==> config.mk <==
export PLATFORM = sky130hd
export DESIGN_NAME = store_buffer
export DESIGN_NICKNAME = d
export VERILOG_FILES = /design/src/rtl/mem_pkg.sv /design/src/rtl/sb_fifo.sv /design/src/rtl/store_buffer.sv
export SDC_FILE = /design/constraint.sdc
export NUM_CORES = 1
export LEC_CHECK = 0
export ABC_AREA = 1
export ABC_CLOCK_PERIOD_IN_PS = 5200
export BUFFER_PORTS_ARGS = -buffer_cell sky130_fd_sc_hd__buf_2
export CAP_MARGIN = 20
export CORE_AREA = 2 2 146 183
export DETAILED_ROUTE_END_ITERATION = 8
export DIE_AREA = 0 0 148 185
export PLACE_DENSITY = 0.78
export SLEW_MARGIN = 20
export SYNTH_ARGS = -nofsm -noshare
export SYNTH_HDL_FRONTEND = slang
export SYNTH_SLANG_ARGS = --single-unit
export TNS_END_PERCENT = 1
==> constraint.sdc <==
create_clock -name clk_i -period 5.2 [get_ports clk_i]
set_clock_uncertainty 0.1 [all_clocks]
set_input_delay 0.26 -clock clk_i [delete_from_list [all_inputs] [get_ports clk_i]]
set_output_delay 0.26 -clock clk_i [all_outputs]
set_load 0.02 [all_outputs]
==> src/rtl/mem_pkg.sv <==
// Shared memory-access definitions: funct3 encodings, store entry layout and access-span helpers.
package mem_pkg;

  localparam int unsigned MEM_ADDR_W = 13;
  localparam int unsigned MEM_WIDTH  = 32;

  localparam logic [2:0] F3_B  = 3'b000;
  localparam logic [2:0] F3_H  = 3'b001;
  localparam logic [2:0] F3_W  = 3'b010;
  localparam logic [2:0] F3_BU = 3'b100;
  localparam logic [2:0] F3_HU = 3'b101;

  // Entry layout for the default memory geometry; the FIFO stores it as {addr, funct3, wdata}.
  typedef struct packed {
    logic [MEM_ADDR_W-1:0] addr;
    logic [2:0]            funct3;
    logic [MEM_WIDTH-1:0]  wdata;
  } sb_entry_t;

  function automatic logic [2:0] size_of(input logic [2:0] funct3);
    logic [2:0] size;
    case (funct3)
      F3_B, F3_BU: size = 3'd1;
      F3_H, F3_HU: size = 3'd2;
      F3_W:        size = 3'd4;
      default:     size = 3'd4;
    endcase
    return size;
  endfunction

  // True when the access crosses into the next word.
  function automatic logic spans_next(input logic [1:0] offset, input logic [2:0] funct3);
    return ({1'b0, offset} + size_of(funct3)) > 3'd4;
  endfunction

endpackage

==> src/rtl/sb_fifo.sv <==
// Register FIFO for queued stores; exposes every slot and its valid bit for hazard compare.
module sb_fifo #(
  parameter int unsigned DEPTH = 4,
  parameter int unsigned EW    = 48
) (
  input  logic                     clk_i,
  input  logic                     rst_ni,
  input  logic                     push_i,
  input  logic                     pop_i,
  input  logic [EW-1:0]            wdata_i,
  output logic [EW-1:0]            head_o,
  output logic [$clog2(DEPTH):0]   count_o,
  output logic [DEPTH-1:0]         valid_o,
  output logic [DEPTH*EW-1:0]      entries_o
);

  localparam int unsigned PW = $clog2(DEPTH);

  logic [EW-1:0]  mem_q [DEPTH];
  logic [PW-1:0]  wr_q, rd_q;
  logic [PW:0]    cnt_q;

  always_ff @(posedge clk_i or negedge rst_ni) begin
    if (!rst_ni) begin
      wr_q  <= '0;
      rd_q  <= '0;
      cnt_q <= '0;
    end else begin
      if (push_i) begin
        mem_q[wr_q] <= wdata_i;
        wr_q        <= wr_q + 1'b1;
      end
      if (pop_i) begin
        rd_q <= rd_q + 1'b1;
      end
      if (push_i && !pop_i) begin
        cnt_q <= cnt_q + 1'b1;
      end else if (!push_i && pop_i) begin
        cnt_q <= cnt_q - 1'b1;
      end
    end
  end

  // A slot is live when its distance from the read pointer is below the count.
  always_comb begin
    valid_o   = '0;
    entries_o = '0;
    for (int unsigned i = 0; i < DEPTH; i++) begin
      valid_o[i]            = {1'b0, PW'(PW'(i) - rd_q)} < cnt_q;
      entries_o[i*EW +: EW] = mem_q[i];
    end
  end

  assign head_o  = mem_q[rd_q];
  assign count_o = cnt_q;

endmodule

==> src/rtl/store_buffer.sv <==
// Posted-write buffer: loads bypass queued stores unless they overlap one; stores drain when idle.
module store_buffer
  import mem_pkg::*;
#(
  parameter int unsigned DEPTH  = 4,
  parameter int unsigned ADDR_W = MEM_ADDR_W,
  parameter int unsigned WIDTH  = MEM_WIDTH
) (
  input  logic              clk_i,
  input  logic              rst_ni,
  input  logic              req_valid_i,
  input  logic              req_we_i,
  input  logic [ADDR_W-1:0] req_addr_i,
  input  logic [2:0]        req_funct3_i,
  input  logic [WIDTH-1:0]  req_wdata_i,
  output logic              req_ready_o,
  output logic              ld_valid_o,
  output logic [WIDTH-1:0]  ld_data_o,
  output logic              sb_empty_o,
  output logic              mem_st_en_o,
  output logic [ADDR_W-1:0] mem_addr_o,
  output logic [2:0]        mem_funct3_o,
  output logic [WIDTH-1:0]  mem_st_data_o,
  input  logic [WIDTH-1:0]  mem_ld_data_i
);

  localparam int unsigned EW = ADDR_W + 3 + WIDTH;
  localparam int unsigned CW = $clog2(DEPTH) + 1;
  localparam int unsigned WW = ADDR_W - 2;

  logic [EW-1:0]       head;
  logic [DEPTH*EW-1:0] entries;
  logic [DEPTH-1:0]    valid;
  logic [CW-1:0]       count;
  logic                full, overlap, st_acc, ld_acc, drain;
  logic                ld_valid_q;
  logic [WIDTH-1:0]    ld_hold_q;

  sb_fifo #(
    .DEPTH (DEPTH),
    .EW    (EW)
  ) u_fifo (
    .clk_i     (clk_i),
    .rst_ni    (rst_ni),
    .push_i    (st_acc),
    .pop_i     (drain),
    .wdata_i   ({req_addr_i, req_funct3_i, req_wdata_i}),
    .head_o    (head),
    .count_o   (count),
    .valid_o   (valid),
    .entries_o (entries)
  );

  // Word-index overlap of the requested load against every live entry, incl. next-word spill.
  always_comb begin
    logic [WW-1:0]     ld_w0, ld_w1, e_w0, e_w1;
    logic              ld_sp, e_sp;
    logic [ADDR_W-1:0] e_addr;
    logic [2:0]        e_f3;
    ld_w0   = req_addr_i[ADDR_W-1:2];
    ld_w1   = ld_w0 + 1'b1;
    ld_sp   = spans_next(req_addr_i[1:0], req_funct3_i);
    e_w0    = '0;
    e_w1    = '0;
    e_sp    = 1'b0;
    e_addr  = '0;
    e_f3    = '0;
    overlap = 1'b0;
    for (int unsigned i = 0; i < DEPTH; i++) begin
      e_addr = entries[i*EW + WIDTH + 3 +: ADDR_W];
      e_f3   = entries[i*EW + WIDTH +: 3];
      e_w0   = e_addr[ADDR_W-1:2];
      e_w1   = e_w0 + 1'b1;
      e_sp   = spans_next(e_addr[1:0], e_f3);
      if (valid[i] && ((e_w0 == ld_w0) || (ld_sp && (e_w0 == ld_w1)) ||
                       (e_sp && (e_w1 == ld_w0)))) begin
        overlap = 1'b1;
      end
    end
  end

  assign full   = (count == CW'(DEPTH));
  assign st_acc = req_valid_i && req_we_i && !full;
  assign ld_acc = req_valid_i && !req_we_i && !overlap;
  assign drain  = !ld_acc && (count != '0);

  assign req_ready_o   = req_we_i ? !full : !overlap;
  assign sb_empty_o    = (count == '0);
  assign mem_st_en_o   = drain;
  assign mem_addr_o    = ld_acc ? req_addr_i   : head[EW-1 -: ADDR_W];
  assign mem_funct3_o  = ld_acc ? req_funct3_i : head[WIDTH +: 3];
  assign mem_st_data_o = head[WIDTH-1:0];

  always_ff @(posedge clk_i or negedge rst_ni) begin
    if (!rst_ni) begin
      ld_valid_q <= 1'b0;
      ld_hold_q  <= '0;
    end else begin
      ld_valid_q <= ld_acc;
      if (ld_valid_q) begin
        ld_hold_q <= mem_ld_data_i;
      end
    end
  end

  // Read data arrives one cycle after the address, so the return cycle passes it straight out.
  assign ld_valid_o = ld_valid_q;
  assign ld_data_o  = ld_valid_q ? mem_ld_data_i : ld_hold_q;

endmodule
Word level (Yosys, flattened, before mapping). Memory sizes are Yosys's and may differ from the RTL's. Index checks and enable logic that the tools add are counted.

Eq/ne operators: 28. Reduce and logical (&&, ||, !) cells: 52. $add $sub $neg: 18. Multiplexer cells: 17. Magnitude comparators: 9.

Operators with widths (number): $eq A11 B11 Y1 (12); $add A11 B1 Y11 const B (5); $eq A3 B3 Y1 const B (11); $mux W32 (1); $pmux W3 S2 (5); $logic_and A1 B1 Y1 (20); $reduce_or A2 Y1 (10); $logic_not A3 Y1 (6); $add A2 B3 Y3 (5); $eq A3 B1 Y1 const B (5); $gt A3 B3 Y1 const B (5); $mux W13 (1); $lt A2 B3 Y1 (4); $mux W3 (3); $logic_or A1 B1 Y1 (8); $mux W1 (7); $logic_not A1 Y1 (6); $add A2 B1 Y2 const B (2); $sub A1 B2 Y2 const A (2); $sub A2 B2 Y2 const A (2); $add A3 B1 Y3 const B (1); $reduce_bool A3 Y1 (1); $sub A3 B1 Y3 const B (1); $reduce_bool A2 Y1 (1).

Word-level logic and storage cells: 130. Memories: 1. Memory bits (writable): 192. Register bits after elaboration: 40. Output and inout bits: 84.

Memory list: u_fifo.mem_q (depth 4, bits a word 48, read ports 5, clocked after memory_dff 0, wr ports 1, RTL line sb_fifo.sv:19) `logic [EW-1:0] mem_q [DEPTH];`.

Depth between registers and ports, before layout.
Depth after elaboration: 20. Mapped depth: 25. Gate-level depth less buffers: 25.

Cells and area by module. A second synthesis with hierarchy kept.

Cells, all modules: 1353. Area, all modules: 12413.2 um2.

Modules (own cells, without submodules): sb_fifo (area an instance 7738.7 um2, cells an instance 536, instances 1, seq. area each 5940.7 um2); store_buffer (area an instance 4674.5 um2, cells an instance 817, instances 1, seq. area each 825.8 um2).

Least setup slack after synthesis. No wires, ideal clock.

Path type: register -> register. Start point: register u_fifo.cnt_q[0] (netlist: u_fifo.count_o[0]). End point: memory u_fifo.mem_q[0][0] (enable). Stages on the path, launching flop included: 7. Arrival: 3.020 ns. Buffers on the path: 0. Setup slack: 1.626 ns. Cells stage by stage: dfrtp_1 nor2_1 nand2_1 nand2_1 nor2_1 nand2_1 nor2_1.

Longest elaborated chain between the ends: 6.

Ends and longest elaborated chain: start: declaration (RTL line sb_fifo.sv:21) `logic [PW:0] cnt_q;`; start signal: assignment (RTL line sb_fifo.sv:37) `cnt_q <= cnt_q + 1'b1;`; start signal: assignment (RTL line sb_fifo.sv:39) `cnt_q <= cnt_q - 1'b1;`; $eq A3 B3 Y1 (RTL line store_buffer.sv:82) `assign full = (count == CW'(DEPTH));`; $logic_not A1 Y1 (RTL line store_buffer.sv:83) `assign st_acc = req_valid_i && req_we_i && !full;`; $logic_and A1 B1 Y1 (RTL line store_buffer.sv:83); named net st_acc (RTL line store_buffer.sv:35) `logic full, overlap, st_acc, ld_acc, drain;`; $mux W1 (RTL line sb_fifo.sv:29) `if (push_i) begin`; $logic_and A1 B1 Y1 (implied by the code) (RTL line sb_fifo.sv:30) `mem_q[wr_q] <= wdata_i;`; $mux W1 (implied by the code) (RTL line sb_fifo.sv:30); end: declaration (RTL line sb_fifo.sv:19).

The timed path passes the listed nets, and every way through them passes these cells.

Worst setup path after layout.
Start point: input port req_funct3_i[1]. End point: output port mem_addr_o[12].

Longest elaborated chain between the ends: 16.

Ends and longest elaborated chain: start: declaration (RTL line store_buffer.sv:14) `input logic [2:0] req_funct3_i,`; $eq A3 B1 Y1 (tied with other cells) (RTL line mem_pkg.sv:22) `case (funct3)`; $reduce_or A2 Y1 (RTL line mem_pkg.sv:22); $pmux W3 S2 (*) (RTL line mem_pkg.sv:22); $add A2 B3 Y3 (*) (RTL line mem_pkg.sv:33) `return ({1'b0, offset} + size_of(funct3)) > 3'd4;`; $gt A3 B3 Y1 (*) (RTL line mem_pkg.sv:33); $logic_and A1 B1 Y1 (RTL line store_buffer.sv:75) `if (valid[i] && ((e_w0 == ld_w0) || (ld_sp && (e_w0 == ld_w1)) ||`; $logic_or A1 B1 Y1 (2 in a row) (RTL line store_buffer.sv:75); $logic_and A1 B1 Y1 (RTL line store_buffer.sv:75); $mux W1 (3 in a row) (RTL line store_buffer.sv:75); $mux W1 (*) (RTL line store_buffer.sv:75); $logic_not A1 Y1 (*) (RTL line store_buffer.sv:84) `assign ld_acc = req_valid_i && !req_we_i && !overlap;`; $logic_and A1 B1 Y1 (*) (RTL line store_buffer.sv:84); named net ld_acc (RTL line store_buffer.sv:35); $mux W13 (*) (RTL line store_buffer.sv:90) `assign mem_addr_o = ld_acc ? req_addr_i : head[EW-1 -: ADDR_W];`; end: declaration (RTL line store_buffer.sv:21) `output logic [ADDR_W-1:0] mem_addr_o,`.

Mark *: on every way through the listed nets, which the timed path passes. The rest lies on a longest branch.

==> impl_metrics.json <==
{
  "arrival_ns": 3.80,
  "antenna_found_initial": 0,
  "holdPathEnd": "u_fifo.mem_q[3][46]$_DFFE_PP_",
  "portBuffers": 167,
  "cap_viol_max_count": 0,
  "critPathMaxFanout": 32,
  "crit-reg2reg-launch": "u_fifo.mem_q[0][33]$_DFFE_PP_",
  "viasPerCell": 5.42,
  "fp.coreArea_sq_mm": 0.0258,
  "hold_path_startpoint": "req_addr_i[11]",
  "grt_pass1_vias": 10000,
  "cts_max_level": 1,
  "cp_num_cells": 23,
  "antenna_left": 0,
  "setup_viol": 0,
  "row_count": 66,
  "clockRootBuffer": "clkbuf_16",
  "start_util_pct": 47.1,
  "numCtsBuffers": 24,
  "endpoint_kind": "primary output",
  "synth_ff_type": "edfxtp_1",
  "total_power_uw": 6420,
  "drt_iter0_markers": 869,
  "min_period_over_period_pct": 80.1,
  "cpLargestDelayFamily": "simple AND/OR/NAND/NOR gates",
  "reg2reg_slack_ns": 1.19,
  "grt.overflow.total": 0,
  "critPathRequiredTime_ns": 4.84,
  "synth_area_per_cell_sq_um": 9.38,
  "drc": 0,
  "track_usage_pct": 25.4,
  "die_x_microns": 148,
  "cts_tree": "built",
  "clock-sinks": 232,
  "layout-drive-gt1-share_pct": 19.3,
  "vias": 10200,
  "die_area_sq_mm": 0.0274,
  "syn_nets": 1404,
  "grt_setup_unrepaired": "false",
  "cp-start-kind": "input pin",
  "ctsResizeCount": 0,
  "ys_seq_area_share_pct": 55.7,
  "tightest_slew_ns": 1.01,
  "ios": 168,
  "synth_edf_count": 192,
  "cpMaxStageDelayCell": "dlygate4sd3_1",
  "final_common_cell": "nand2_1",
  "path_buf_inv": 6,
  "cts_setup_buffers": 0,
  "status": "completed",
  "gp_congestion": 0.972,
  "wirelength_microns": 35100,
  "grt_pass1_wl_microns": 53800,
  "ir_worst_vdd_mv": 0.418,
  "syn_to_final_growth_pct": 23.0,
  "detailed_place_hpwl_microns": 23400,
  "min_path_cells": 1,
  "yosys_register_bits": 232,
  "clockBufferDepth": 3,
  "path_class": "in -> out",
  "wl_per_cell_microns": 18.6,
  "tns_ns": 0,
  "fp.dieH_microns": 185,
  "fin_crit_ns": 4.16,
  "fmaxAchievable_ghz": 0.240,
  "crit_top_cell": "nand2_1",
  "syn_inst": 1295,
  "cts_hold_buf": 74,
  "leakagePower_uw": 0.00657,
  "syn_area_sq_mm": 0.0121,
  "dr.pass1.iters": 5,
  "clk_latency_ns": 0.54,
  "report.final.hold_viol_count": 0,
  "powerDensity_mw_per_mm2": 430,
  "drv_slew": 0,
  "hold_path.class": "in -> reg",
  "grt_max_degree": 81,
  "crit_chain": "dlygate4sd3_1 > buf_2 > nor2_1 > ha_1 > inv_1 > fa_1 > nand2_1 > nand3_1 > inv_1 > nand2_1 > nor2_1 > nand2_1 > nor2_1 > nand3_1 > nand3_1 > nand2_1 > nand2_1 > nor2_2 > nand2_4 > inv_1 > nand2_1 > nand2_1 > buf_2",
  "synthArstFlopShare_pct": 17.2,
  "synth_warnings": 0,
  "ff2ff_path_depth": 21,
  "cp_slowest_stage_delay_ns": 0.53,
  "nets": 1633,
  "fill_cells": 2185,
  "layout_common_cells": "nand2_1, edfxtp_1, nand3_1",
  "rr_endpoint": "u_fifo.count_o[1]$_DFFE_PN0P_",
  "synthDistinctLibCells": 41,
  "path_clk_slew_ns": 0.06,
  "relSlewSlack_pct": 32.5
}
worst max path at each step:
stage | startpoint | to | slack, ns
5_1_grt | req_addr_i[2] | mem_funct3_o[2] | 0.73
4_1_cts | req_funct3_i[1] | mem_addr_o[12] | 1.01
3_3_place_gp | req_addr_i[3] | u_fifo.count_o[2]$_DFFE_PN0P_ | 1.18
2_1_floorplan | u_fifo.count_o[0]$_DFFE_PN0P_ | u_fifo.mem_q[0][0]$_DFFE_PP_ | 1.63
6_report | req_funct3_i[1] | mem_addr_o[12] | 1.04
3_5_place_dp | req_addr_i[3] | u_fifo.count_o[2]$_DFFE_PN0P_ | 1.10
metal layers:
metal	wire length, microns	track usage [%]	vias up
met5	0	0	-
met4	1810	13.7	0
met3	2050	4.14	114
met2	18000	44.8	411
met1	13300	29.6	4834
li1	-	-	4851
final cells by class:
cell class                 instances  area [sq um]  share of cell area (%)
antenna                            2          5.00                  0.0335
clock buffer                      28           647                    4.33
multi-input combinational        881          4690                    31.4
tap                              340           425                    2.85
timing repair buffer             253          1670                    11.2
sequential                       232          6770                    45.3
clock inverter                    16           234                    1.57
inverter                         132           495                    3.32
cells by family (layout without fill, tap and decap cells):
| logic type | after synthesis | in the layout | synth area share (%) |
|---|---|---|---|
| and+or+nand+nor | 707 | 707 | 25.0 |
| DFF | 232 | 232 | 55.7 |
| buffers and inverters | 182 | 429 | 6.03 |
| AOI/OAI and AO/OA | 89 | 89 | 5.35 |
| muxes | 32 | 32 | 2.97 |
| xor gates and xnor gates | 28 | 28 | 2.02 |
| adders and majority gates | 25 | 25 | 2.95 |
| other | 0 | 2 | 0 |
power breakdown:
| group | switching (uW) | internal (uW) | total, uW |
|---|---|---|---|
| Combinational | 1560 | 713 | 2270 |
| Clock | 737 | 1150 | 1890 |
| Sequential | 83.2 | 2170 | 2250 |
sequential cells by signal, summed over array words and instances (netlist names):
register,count
ld_hold_q,32
ld_valid_o,1
u_fifo.count_o,3
u_fifo.mem_q,192
u_fifo.rd_q,2
u_fifo.wr_q,2
synthesized netlist by cell type (all sizes together), types with 9 or more instances:
| cell | instances | area (sq um) |
|---|---|---|
| o21ai | 24 | 169 |
| inv | 129 | 484 |
| edfxtp | 192 | 5770 |
| buf | 21 | 125 |
| ha | 19 | 238 |
| xor2 | 18 | 158 |
| xnor2 | 10 | 87.6 |
| mux2 | 32 | 360 |
| nor2 | 108 | 428 |
| a22oi | 46 | 345 |
| nand2 | 379 | 1440 |
| nand4 | 12 | 81.3 |
| nand3 | 187 | 956 |
| o221ai | 9 | 78.8 |
| clkbuf | 29 | 111 |
| dfrtp | 40 | 1000 |
through the flow:
stage	cells	hold slack (ns)	worst slack, ns	util [%]	instance area (sq um)
final	1884	0.0174	1.04	58.0	14900
after global routing	1882	0.0124	0.734	57.9	14900
after CTS	1882	0.00453	1.01	57.9	14900
after detailed placement	1764	0.269	1.10	51.6	13300
after global placement	1764	0.253	1.18	51.6	13300
after floorplan	1295	-0.136	1.63	-	12100
worst reg2reg max path: stages, from the launching register on:
cell,delay (ns)
edfxtp_1,0.41
nor2_1,0.07
ha_1,0.20
fa_1,0.48
nor2_1,0.04
nor2_1,0.18
nand2_1,0.12
nor2_1,0.18
nand3_1,0.10
nor2_1,0.10
nand3_1,0.07
nand3_1,0.08
nand2_1,0.05
nand2_1,0.10
nor2_2,0.06
nand2_4,0.36
nand2_1,0.20
ha_1,0.24
inv_1,0.11
fa_1,0.42
nor2_1,0.14
a21oi_1,0.06
(Power assumes the default switching activity.)
